===== src/rtl/audio_pkg.sv =====
// Shared audio constants and receiver state encoding.
// Used by both the I2S capture and playback paths.
package audio_pkg;

    localparam int SAMPLE_W = 32;
    localparam int FRAME_W = 2 * SAMPLE_W;
    localparam logic LRCK_LEFT = 1'b0;

    typedef enum logic {
        HUNT,
        RUN
    } rx_state_t;

endpackage


===== src/rtl/audio_fifo_sync.sv =====
// Single-clock show-ahead frame FIFO with a registered head word.
// The head register holds its last value while the FIFO is empty.
module audio_fifo_sync
    import audio_pkg::*;
#(
    parameter int WIDTH = FRAME_W,
    parameter int DEPTH = 16
) (
    input  logic                   clk,
    input  logic                   aclr_n,
    input  logic                   wrreq,
    input  logic [WIDTH-1:0]       data,
    input  logic                   rdreq,
    output logic [WIDTH-1:0]       q,
    output logic                   empty,
    output logic                   full,
    output logic [$clog2(DEPTH):0] usedw
);

    localparam int AW = $clog2(DEPTH);
    localparam int CW = AW + 1;

    logic [WIDTH-1:0] mem [DEPTH];
    logic [AW-1:0]    wr_ptr;
    logic [AW-1:0]    rd_ptr;
    logic [AW-1:0]    rd_nx;
    logic [CW-1:0]    cnt_nx;
    logic             do_rd;
    logic             do_wr;

    assign empty = (usedw == '0);
    assign full  = (usedw == CW'(DEPTH));

    always_comb begin
        do_rd  = rdreq && !empty;
        do_wr  = wrreq && (!full || do_rd);
        rd_nx  = rd_ptr + AW'(do_rd);
        cnt_nx = usedw + CW'(do_wr) - CW'(do_rd);
    end

    always_ff @(posedge clk) begin
        if (do_wr) mem[wr_ptr] <= data;
    end

    always_ff @(posedge clk or negedge aclr_n) begin
        if (!aclr_n) begin
            wr_ptr <= '0;
            rd_ptr <= '0;
            usedw  <= '0;
            q      <= '0;
        end else begin
            if (do_wr) wr_ptr <= wr_ptr + AW'(1);
            rd_ptr <= rd_nx;
            usedw  <= cnt_nx;
            // A word written into the head slot is not in mem yet: bypass it.
            if (cnt_nx != '0) begin
                if (do_wr && (wr_ptr == rd_nx)) q <= data;
                else                            q <= mem[rd_nx];
            end
        end
    end

endmodule


===== src/rtl/audio_in.sv =====
// I2S slave receiver: synchronises bck/lrck/din, deserialises stereo
// frames after frame alignment and buffers them in a show-ahead FIFO.
module audio_in
    import audio_pkg::*;
#(
    parameter int DATA_W     = SAMPLE_W,
    parameter int FIFO_DEPTH = 16
) (
    input  logic                        clk,
    input  logic                        aclr_n,
    input  logic                        bck,
    input  logic                        lrck,
    input  logic                        din,
    input  logic                        rdreq,
    input  logic                        ovf_clr,
    output logic [2*DATA_W-1:0]         sample,
    output logic                        rdempty,
    output logic [$clog2(FIFO_DEPTH):0] rdusedw,
    output logic                        overflow,
    output logic                        locked
);

    localparam int CNT_W = $clog2(DATA_W + 1);

    logic bck_s1, bck_s2, bck_d;
    logic lrck_s1, lrck_s2, lrck_s3;
    logic din_s1, din_s2, din_s3;
    logic rise_q;

    logic              ws_d;
    logic [CNT_W-1:0]  bit_cnt;
    logic [DATA_W-1:0] shift;
    logic [DATA_W-1:0] shift_nx;
    logic [DATA_W-1:0] left_word;
    logic              have_left;
    logic [2*DATA_W-1:0] frame;
    logic              push;
    logic              slot_end;
    logic              left_end;
    logic              right_end;
    logic              full;
    logic              drop;

    rx_state_t state_q, state_nx;

    // lrck/din get a third stage so they line up with the registered rise.
    always_ff @(posedge clk or negedge aclr_n) begin
        if (!aclr_n) begin
            bck_s1  <= 1'b0;
            bck_s2  <= 1'b0;
            bck_d   <= 1'b0;
            lrck_s1 <= 1'b0;
            lrck_s2 <= 1'b0;
            lrck_s3 <= 1'b0;
            din_s1  <= 1'b0;
            din_s2  <= 1'b0;
            din_s3  <= 1'b0;
            rise_q  <= 1'b0;
        end else begin
            bck_s1  <= bck;
            bck_s2  <= bck_s1;
            bck_d   <= bck_s2;
            lrck_s1 <= lrck;
            lrck_s2 <= lrck_s1;
            lrck_s3 <= lrck_s2;
            din_s1  <= din;
            din_s2  <= din_s1;
            din_s3  <= din_s2;
            rise_q  <= bck_s2 & ~bck_d;
        end
    end

    always_comb begin
        slot_end  = rise_q && (lrck_s3 != ws_d);
        left_end  = slot_end && (ws_d == LRCK_LEFT);
        right_end = slot_end && (ws_d != LRCK_LEFT);
        shift_nx  = shift;
        for (int i = 0; i < DATA_W; i++) begin
            if (rise_q && (bit_cnt == CNT_W'(DATA_W - 1 - i)))
                shift_nx[i] = din_s3;
        end
    end

    always_ff @(posedge clk or negedge aclr_n) begin
        if (!aclr_n) begin
            ws_d      <= 1'b0;
            bit_cnt   <= '0;
            shift     <= '0;
            left_word <= '0;
            have_left <= 1'b0;
            frame     <= '0;
            push      <= 1'b0;
        end else begin
            push <= 1'b0;
            if (rise_q) begin
                ws_d <= lrck_s3;
                if (slot_end) begin
                    bit_cnt <= '0;
                    shift   <= '0;
                end else begin
                    shift <= shift_nx;
                    if (bit_cnt != CNT_W'(DATA_W))
                        bit_cnt <= bit_cnt + CNT_W'(1);
                end
            end
            if (left_end && state_q == RUN) begin
                left_word <= shift_nx;
                have_left <= 1'b1;
            end
            if (right_end && state_q == RUN && have_left) begin
                frame <= {left_word, shift_nx};
                push  <= 1'b1;
            end
        end
    end

    always_ff @(posedge clk or negedge aclr_n) begin
        if (!aclr_n) state_q <= HUNT;
        else         state_q <= state_nx;
    end

    always_comb begin
        state_nx = state_q;
        unique case (state_q)
            HUNT: if (right_end) state_nx = RUN;
            RUN:  state_nx = RUN;
        endcase
    end

    assign locked = (state_q == RUN);

    // A same-cycle pop frees the slot, so only an unpopped full push drops.
    assign drop = push & full & ~rdreq;

    always_ff @(posedge clk or negedge aclr_n) begin
        if (!aclr_n) overflow <= 1'b0;
        else         overflow <= drop | (overflow & ~ovf_clr);
    end

    audio_fifo_sync #(
        .WIDTH (2 * DATA_W),
        .DEPTH (FIFO_DEPTH)
    ) u_fifo (
        .clk    (clk),
        .aclr_n (aclr_n),
        .wrreq  (push),
        .data   (frame),
        .rdreq  (rdreq),
        .q      (sample),
        .empty  (rdempty),
        .full   (full),
        .usedw  (rdusedw)
    );

endmodule

===== config.mk =====
export PLATFORM = sky130hd
export DESIGN_NAME = audio_in
export DESIGN_NICKNAME = d
export VERILOG_FILES = /design/src/rtl/audio_pkg.sv /design/src/rtl/audio_fifo_sync.sv /design/src/rtl/audio_in.sv
export SDC_FILE = /design/constraint.sdc
export NUM_CORES = 1
export LEC_CHECK = 0
export BUFFER_PORTS_ARGS = -buffer_cell sky130_fd_sc_hd__buf_4
export CORE_MARGIN = 4
export CORE_UTILIZATION = 65
export CTS_BUF_LIST = sky130_fd_sc_hd__clkbuf_4 sky130_fd_sc_hd__clkbuf_8
export CTS_CLUSTER_DIAMETER = 30
export DETAILED_ROUTE_END_ITERATION = 10
export HOLD_SLACK_MARGIN = 0.08
export PLACE_DENSITY = 0.87
export SETUP_SLACK_MARGIN = 0.4
export SYNTH_ARGS = -nofsm -noshare
export SYNTH_HDL_FRONTEND = slang
export SYNTH_HIERARCHICAL = 1
export SYNTH_SLANG_ARGS = --single-unit

===== constraint.sdc =====
create_clock -name clk -period 7.15 [get_ports clk]
set_clock_uncertainty 0.2 [all_clocks]
set_input_delay 0.3575 -clock clk [delete_from_list [all_inputs] [get_ports clk]]
set_output_delay 0.3575 -clock clk [all_outputs]
set_load 0.005 [all_outputs]

Yosys cells after proc, flatten, opt, wreduce, memory -nomap -nowiden

Memory sizes are Yosys's and may differ from the RTL's. A register that Yosys moved wholly into a read port is not among the register bits.
Cells that the tools add are included.

Shift operators: 0
Div/mod/pow operators: 0
Add/sub/neg operators: 5
Reductions and logical operators: 49
Eq/ne operators: 34
Order comparisons: 0
Mux-type cells: 40
Bitwise logic cells: 10
Multiply operators: 0

Operators by type and width:

| kind                | number |
|---|---|
| $eq 6x5->1 const B  | 16 |
| $eq 6x4->1 const B  | 8 |
| $logic_and 1x1->1   | 40 |
| $mux 1              | 36 |
| $mux 32             | 1 |
| $eq 6x3->1 const B  | 4 |
| $eq 6x2->1 const B  | 2 |
| $mux 6              | 2 |
| $add 6x1->6 const B | 1 |
| $eq 6x1->1 const B  | 1 |
| $logic_not 6->1     | 1 |
| $ne 6x6->1 const B  | 1 |
| $add 5x1->5         | 1 |
| $eq 5x5->1 const B  | 1 |
| $logic_not 5->1     | 1 |
| $not 1->1           | 5 |
| $reduce_bool 5->1   | 1 |
| $sub 5x1->5         | 1 |
| $add 4x1->4         | 1 |
| $add 4x1->4 const B | 1 |
| $and 1x1->1         | 4 |
| $logic_not 1->1     | 3 |
| $pmux 1 s2          | 1 |
| $reduce_and 2->1    | 1 |
| other kinds (4)     | 4 |

Output and inout port bits: 72
Memory bits (writable): 1024
Memories kept: 1
Bits in registers: 162
Bits of input ports: 7
Latch bits: 0
Memory bits (read-only): 0
Logic and storage cells: 161

Memories:

| name       | words | bits a word | read ports | clocked after memory_dff | wr ports | line                  | source |
|---|---|---|---|---|---|---|---|
| u_fifo.mem | 16    | 64          | 1          | 1                        | 1        | audio_fifo_sync.sv:23 | `logic [WIDTH-1:0] mem [DEPTH];` |

Depth between registers and ports, before layout

Depth in word-level cells: 8
Mapped depth: 16
Gate-level depth less buffers: 13

By module

Netlist, hierarchy kept.

By module, submodules not included:

| module          | area each (sq um) | seq. area each (sq um) | instances | cells each |
|---|---|---|---|---|
| audio_fifo_sync | 42956.2           | 32676.3                | 1         | 1848 |
| audio_in        | 6926.6            | 3728.6                 | 1         | 640 |

Worst setup path after synthesis

No wires, ideal clock.

Path type: register to register
Start point: reg u_fifo.usedw[2]
End point: mem u_fifo/mem[3][0] (netlist bit), enable pin
Data required time: 6386 ps
Data arrival time: 5658 ps
Setup slack: 728 ps
Path buffers: 1
Cell stages (with the launch flop): 8
Period minus slack after synthesis: 6422 ps
Library setup time: 564 ps
Cells stage by stage: dfrtp_1 -> inv_1 -> ha_1 -> nand2_1 -> o41a_1 -> clkbuf_1 -> nand2_1 -> nor3_1

Word-level cells in the longest chain between the ends: 7
Elaborated cells between the ends (all ways): 9
Those cells by class: 1 x eq/ne; 2 x mux; 6 x reduce/logical

RTL lines:

| element                          | line                  | source |
|---|---|---|
| from (decl)                      | audio_fifo_sync.sv:17 | `output logic [$clog2(DEPTH):0] usedw` |
| from (signal assigned)           | audio_fifo_sync.sv:54 | `usedw <= cnt_nx;` |
| $logic_not 5->1                  | audio_fifo_sync.sv:31 | `assign empty = (usedw == '0);` |
| $logic_not 1->1                  | audio_fifo_sync.sv:35 | `do_rd = rdreq && !empty;` |
| $logic_and 1x1->1                | audio_fifo_sync.sv:35 |  |
| $logic_or 1x1->1 (*)             | audio_fifo_sync.sv:36 | `do_wr = wrreq && (!full \|\| do_rd);` |
| $logic_and 1x1->1 (*)            | audio_fifo_sync.sv:36 |  |
| $mux 1 (*)                       | audio_fifo_sync.sv:42 | `if (do_wr) mem[wr_ptr] <= data;` |
| $mux 1 (not written as such) (*) | audio_fifo_sync.sv:42 |  |
| to (decl)                        | audio_fifo_sync.sv:23 |  |

Mark *: on every way between the ends. The rest lies on a longest branch, timed or not.

Final worst setup path

Start point: reg u_fifo.usedw[2]
End point: reg u_fifo.q[18] (read register of u_fifo.mem)

Elaborated cells between the ends (all ways): 11
Those cells by class: 3 x add/sub; 1 x eq/ne; 7 x reduce/logical

RTL lines:

| element                   | line                  | source |
|---|---|---|
| $logic_not 5->1           | audio_fifo_sync.sv:31 |  |
| $logic_not 1->1           | audio_fifo_sync.sv:35 |  |
| $logic_and 1x1->1         | audio_fifo_sync.sv:35 |  |
| $add 4x1->4               | audio_fifo_sync.sv:37 | `rd_nx = rd_ptr + AW'(do_rd);` |
| named net u_fifo.rd_nx[1] | audio_fifo_sync.sv:26 | `logic [AW-1:0] rd_nx;` |
| to (decl)                 | audio_fifo_sync.sv:14 | `output logic [WIDTH-1:0] q,` |

The timed path passes the listed nets, and every way through them passes these cells.
A chain may end at the register's enable or synchronous reset.

==> impl_metrics.yaml <==
drt:
  dr.first_iter.drc_count: 3165
  antenna_violating_nets_post_route: 0
  via_per_inst: 6.68
  wire_per_inst_um: 29.8
  drc_errors: 0
  route.final.wire_length_mm: 116
  first_pass_iteration_count_of_the_detailed_router: 7
  via_count: 26100
clock_tree:
  path_clk_slew_ns: 0.06
  clock_tree_from_tritoncts: "done"
  htree_num_levels: 4
  clock_path_buffers: 3
  clk_root_buffer_cell: "sky130_fd_sc_hd__clkbuf_8"
  cts_buf_count: 206
  post_cts.resized_instances: 0
  cts.sink_count: 1250
  clk_latency_ns: 0.87
logic_synthesis:
  synth-simple-area-share_pct: 2.79
  largest_family_of_logic_cells_by_synthesized_area: "multiplexers"
  synthesis.area_um2: 49900
  synth_largest_type_area_fraction_pct: 61.6
  synth_seq_cells: 1250
  post_synth_xor_area_fraction_pct: 0.309
  synth_enable_flop_cells: 1024
  synth.net_count: 2511
  async_flop_share_pct: 18.1
  synthDistinctLibCells: 65
  yosys-mux-area-fraction_pct: 19.3
  post-synth-top-area-cell: "sky130_fd_sc_hd__edfxtp_1"
  post_synth_main_area_contributors: "sky130_fd_sc_hd__edfxtp_1 (62%), sky130_fd_sc_hd__mux4_2 (12%), sky130_fd_sc_hd__dfrtp_1 (11%), sky130_fd_sc_hd__mux2i_1 (3.9%), sky130_fd_sc_hd__mux2_2 (2.9%)"
  synth.avg_cell_area_um2: 20.0
  synth-warning-count: 6
  ys_seq_area_share_pct: 73.0
  synth_compound_area_share_pct: 2.26
  yosys.area_share.adder_pct: 0.416
  number_of_standard_cells_after_synthesis: 2488
  ys.flop_type: "sky130_fd_sc_hd__edfxtp_1"
worst_setup_path:
  critPathLaunch: "u_fifo/usedw[2]$_DFF_PN0_"
  worst_setup_path_end_kind: "flip-flop"
  path_cells: "inv_1, ha_1, nand2_1, o21ai_0, inv_1, ha_4, ha_4, buf_4, buf_4, mux4_2, mux2i_1, mux2i_1, mux2_2, mux2_2"
  worstSetupPathType: "reg -> reg"
  cpLargestDelayFamily: "buffers and inverters"
  critical_path_required_ns: 7.68
  crit_path_start_kind: "flip-flop"
  timing.critical_path.slowest_cell_delay_ns: 0.76
  worst_r2r_endpoint: "u_fifo/q[18]$_DFFE_PN0P_"
  critical_path.slowest_cell: "sky130_fd_sc_hd__buf_4"
  critical_path_peak_fanout: 55
  timing.rr.start: "u_fifo/usedw[2]$_DFF_PN0_"
  setup.reg_to_reg.worst_slack_ns: 2.22
  worst-r2r-cell-count: 14
  cp_num_buf_inv: 4
  worst_ep_arrival_time_ns: 5.46
worst_hold_path:
  hold_end: "lrck_s2$_DFF_PN0_"
  worst_hold_path.num_cells: 0
  min_path_type: "reg -> reg"
  hold_path.startpoint: "lrck_s1$_DFF_PN0_"
global_route:
  grt_first_pass_wirelength_mm: 174
  global_route.overflow_total: 0
  grt_pass1_vias: 26900
  antenna_found_initial: 2
  grt_start_max_net_pins: 135
  globalRouteTotalUtil_pct: 29.2
power:
  power_density_nw_per_um2: 446
  p_leak_nw: 19.8
  power_switching_share_pct: 31.1
  seq_power_share_pct: 42.2
  worst_ir_drop_vdd_v: 0.000418
  total_switching_power_mw: 7.82
  pwr-share-clk_pct: 27.7
  comb_power_share_pct: 30.1
  power.internal_mw: 17.3
run_status:
  run_status: "finished, final reports clean"
finish:
  layout.area.seq_um2: 36400
  combined_area_of_the_multi_input_logic_cells_um2: 12700
  flow.area_growth_from_synthesis_pct: 13.0
  drive_gt1_share_pct: 32.5
  num-fill-cells: 3975
  fin_nets: 2707
sta:
  period_share_pct: 69.0
  finalSetupViolCount: 0
  max_slew_margin_pct: 23.7
  setup_repair_after_global_routing_missed_its_margin: "false"
  tightestPinTransition_ns: 1.14
  max_clock_freq_mhz: 203
  final_hold_viol_count: 0
  final_max_slew_viol_count: 0
  timing.final.crit_period_ns: 4.93
  hold_slack_ns: 0.158
  timing.setup.tns_ns: 0
die:
  initial_core_utilization_pct: 65.7
  num_rows: 101
  top_level_ports: 79
  core_um2: 75900
  die_height_um: 285
  fp.dieArea_um2: 81200
  chipWidth_um: 285
placed_design:
  place.port_buffers: 78
  gpl.final_weighted_congestion: 0.889
  dpl.hpwl_mm: 59.4
job:
  cap_violations: 0
## synth_stat cells (4+ instances only)
cell type / n
sky130_fd_sc_hd__a21oi_1: 34
sky130_fd_sc_hd__a31oi_1: 64
sky130_fd_sc_hd__a32o_1: 5
sky130_fd_sc_hd__and3b_1: 4
sky130_fd_sc_hd__and4b_1: 4
sky130_fd_sc_hd__buf_1: 10
sky130_fd_sc_hd__buf_2: 61
sky130_fd_sc_hd__buf_4: 4
sky130_fd_sc_hd__buf_6: 30
sky130_fd_sc_hd__clkbuf_1: 48
sky130_fd_sc_hd__dfrtp_1: 226
sky130_fd_sc_hd__edfxtp_1: 1024
sky130_fd_sc_hd__ha_1: 15
sky130_fd_sc_hd__inv_1: 11
sky130_fd_sc_hd__mux2_2: 130
sky130_fd_sc_hd__mux2_4: 31
sky130_fd_sc_hd__mux2i_1: 193
sky130_fd_sc_hd__mux4_2: 255
sky130_fd_sc_hd__nand2_1: 33
sky130_fd_sc_hd__nand2b_1: 35
sky130_fd_sc_hd__nand3_1: 50
sky130_fd_sc_hd__nand3b_1: 4
sky130_fd_sc_hd__nand4_1: 27
sky130_fd_sc_hd__nor2_1: 48
sky130_fd_sc_hd__nor2b_1: 5
sky130_fd_sc_hd__nor3_1: 7
sky130_fd_sc_hd__o211ai_1: 28
sky130_fd_sc_hd__o21ai_0: 29
sky130_fd_sc_hd__o21ai_1: 7
sky130_fd_sc_hd__xnor2_1: 7
sky130_fd_sc_hd__xor2_1: 6
## state kept, by name, indices dropped and copies added (netlist names), 4 cells and up
name	cells
u_fifo/q	64
u_fifo/usedw	5
left_word	32
shift	32
bit_cnt	6
u_fifo/wr_ptr	4
u_fifo/rd_ptr	4
frame	64
u_fifo/mem	1024
## how the worst max path moves through the flow
| stage | end | slack (ns) | depth (start not counted) |
|---|---|---|---|
| after floorplan | u_fifo/mem[3][0]$_DFFE_PP_ | 0.73 | 7 |
| after global placement | u_fifo/q[13]$_DFFE_PN0P_ | 2.47 | 14 |
| after detailed placement | u_fifo/q[18]$_DFFE_PN0P_ | 2.26 | 14 |
| after CTS | u_fifo/q[18]$_DFFE_PN0P_ | 2.22 | 14 |
| after global routing | u_fifo/q[18]$_DFFE_PN0P_ | 2.03 | 14 |
| final | u_fifo/q[18]$_DFFE_PN0P_ | 2.22 | 14 |
## cells in the final DEF (no fill, tap or decap), types with 36 or more instances in the layout
cell                          n
sky130_fd_sc_hd__edfxtp_1  1024
sky130_fd_sc_hd__a31oi_1     64
sky130_fd_sc_hd__nand3_1     50
sky130_fd_sc_hd__mux4_2     255
sky130_fd_sc_hd__nor2_1      36
sky130_fd_sc_hd__mux2i_1    193
sky130_fd_sc_hd__dfrtp_1    226
sky130_fd_sc_hd__clkbuf_8   217
sky130_fd_sc_hd__mux2_2     130
sky130_fd_sc_hd__clkinv_1    44
sky130_fd_sc_hd__buf_4      126
sky130_fd_sc_hd__clkbuf_4    41
## area by class of cell
class                      instances  share of cell area (%)
inverter                          12                  0.0799
sequential                      1250                    64.6
clock inverter                   133                    2.53
timing repair buffer             144                    2.11
tap                             1030                    2.29
antenna                            5                  0.0222
clock buffer                     258                    5.84
multi-input combinational       1070                    22.5
## routing by layer
layer | vias to the layer above | routed length, um | part of all wire [%] | GRT usage (%)
li1 | 10600 | - | - | -
met1 | 13500 | 42500 | 37 | 40.6
met2 | 1690 | 57200 | 49 | 45.9
met3 | 265 | 12300 | 11 | 6.53
met4 | 0 | 4150 | 3.6 | 12.1
met5 | - | 0 | 0 | 0
## what timing repair did
action                     CTS  global route
hold endpoints to repair   120             0
setup buffers                0             0
setup endpoints to repair    0             0
hold buffers                13             0
## metrics by stage
| step | setup slack, ns | util [%] | power, mW | instance area (um2) | cells |
|---|---|---|---|---|---|
| after global placement | 2.47 | 67.8 | 17.8 | 51500 | 3493 |
| after floorplan | 0.728 | - | 16.1 | 49900 | 2488 |
| after global routing | 2.03 | 74.2 | 26.3 | 56400 | 3900 |
| after CTS | 2.22 | 74.2 | 25.3 | 56400 | 3897 |
| final | 2.22 | 74.2 | 25.1 | 56400 | 3902 |
| after detailed placement | 2.26 | 67.8 | 18.2 | 51500 | 3493 |
## kinds of logic (layout without fill, tap and decap cells)
family,after synthesis,count (layout)
flip-flops,1250,1250
buffers and inverters,168,547
XOR/XNOR,15,15
multiplexers,610,610
AO/OA/AOI/OAI,181,181
AND/OR/NAND/NOR,248,248
adder cells (fa/ha/maj),16,16
other,0,5
## power groups by stage
stage                     registers (mW)  logic, mW  clock network [mW]
after detailed placement            10.7       7.51                   0
after floorplan                     10.1       5.96                   0
after CTS                           10.6       7.62                7.06
final                               10.6       7.56                6.96
after global routing                10.7       8.11                7.43
after global placement              10.6       7.21                   0
No activity file was read; power rests on OpenSTA's default activity.
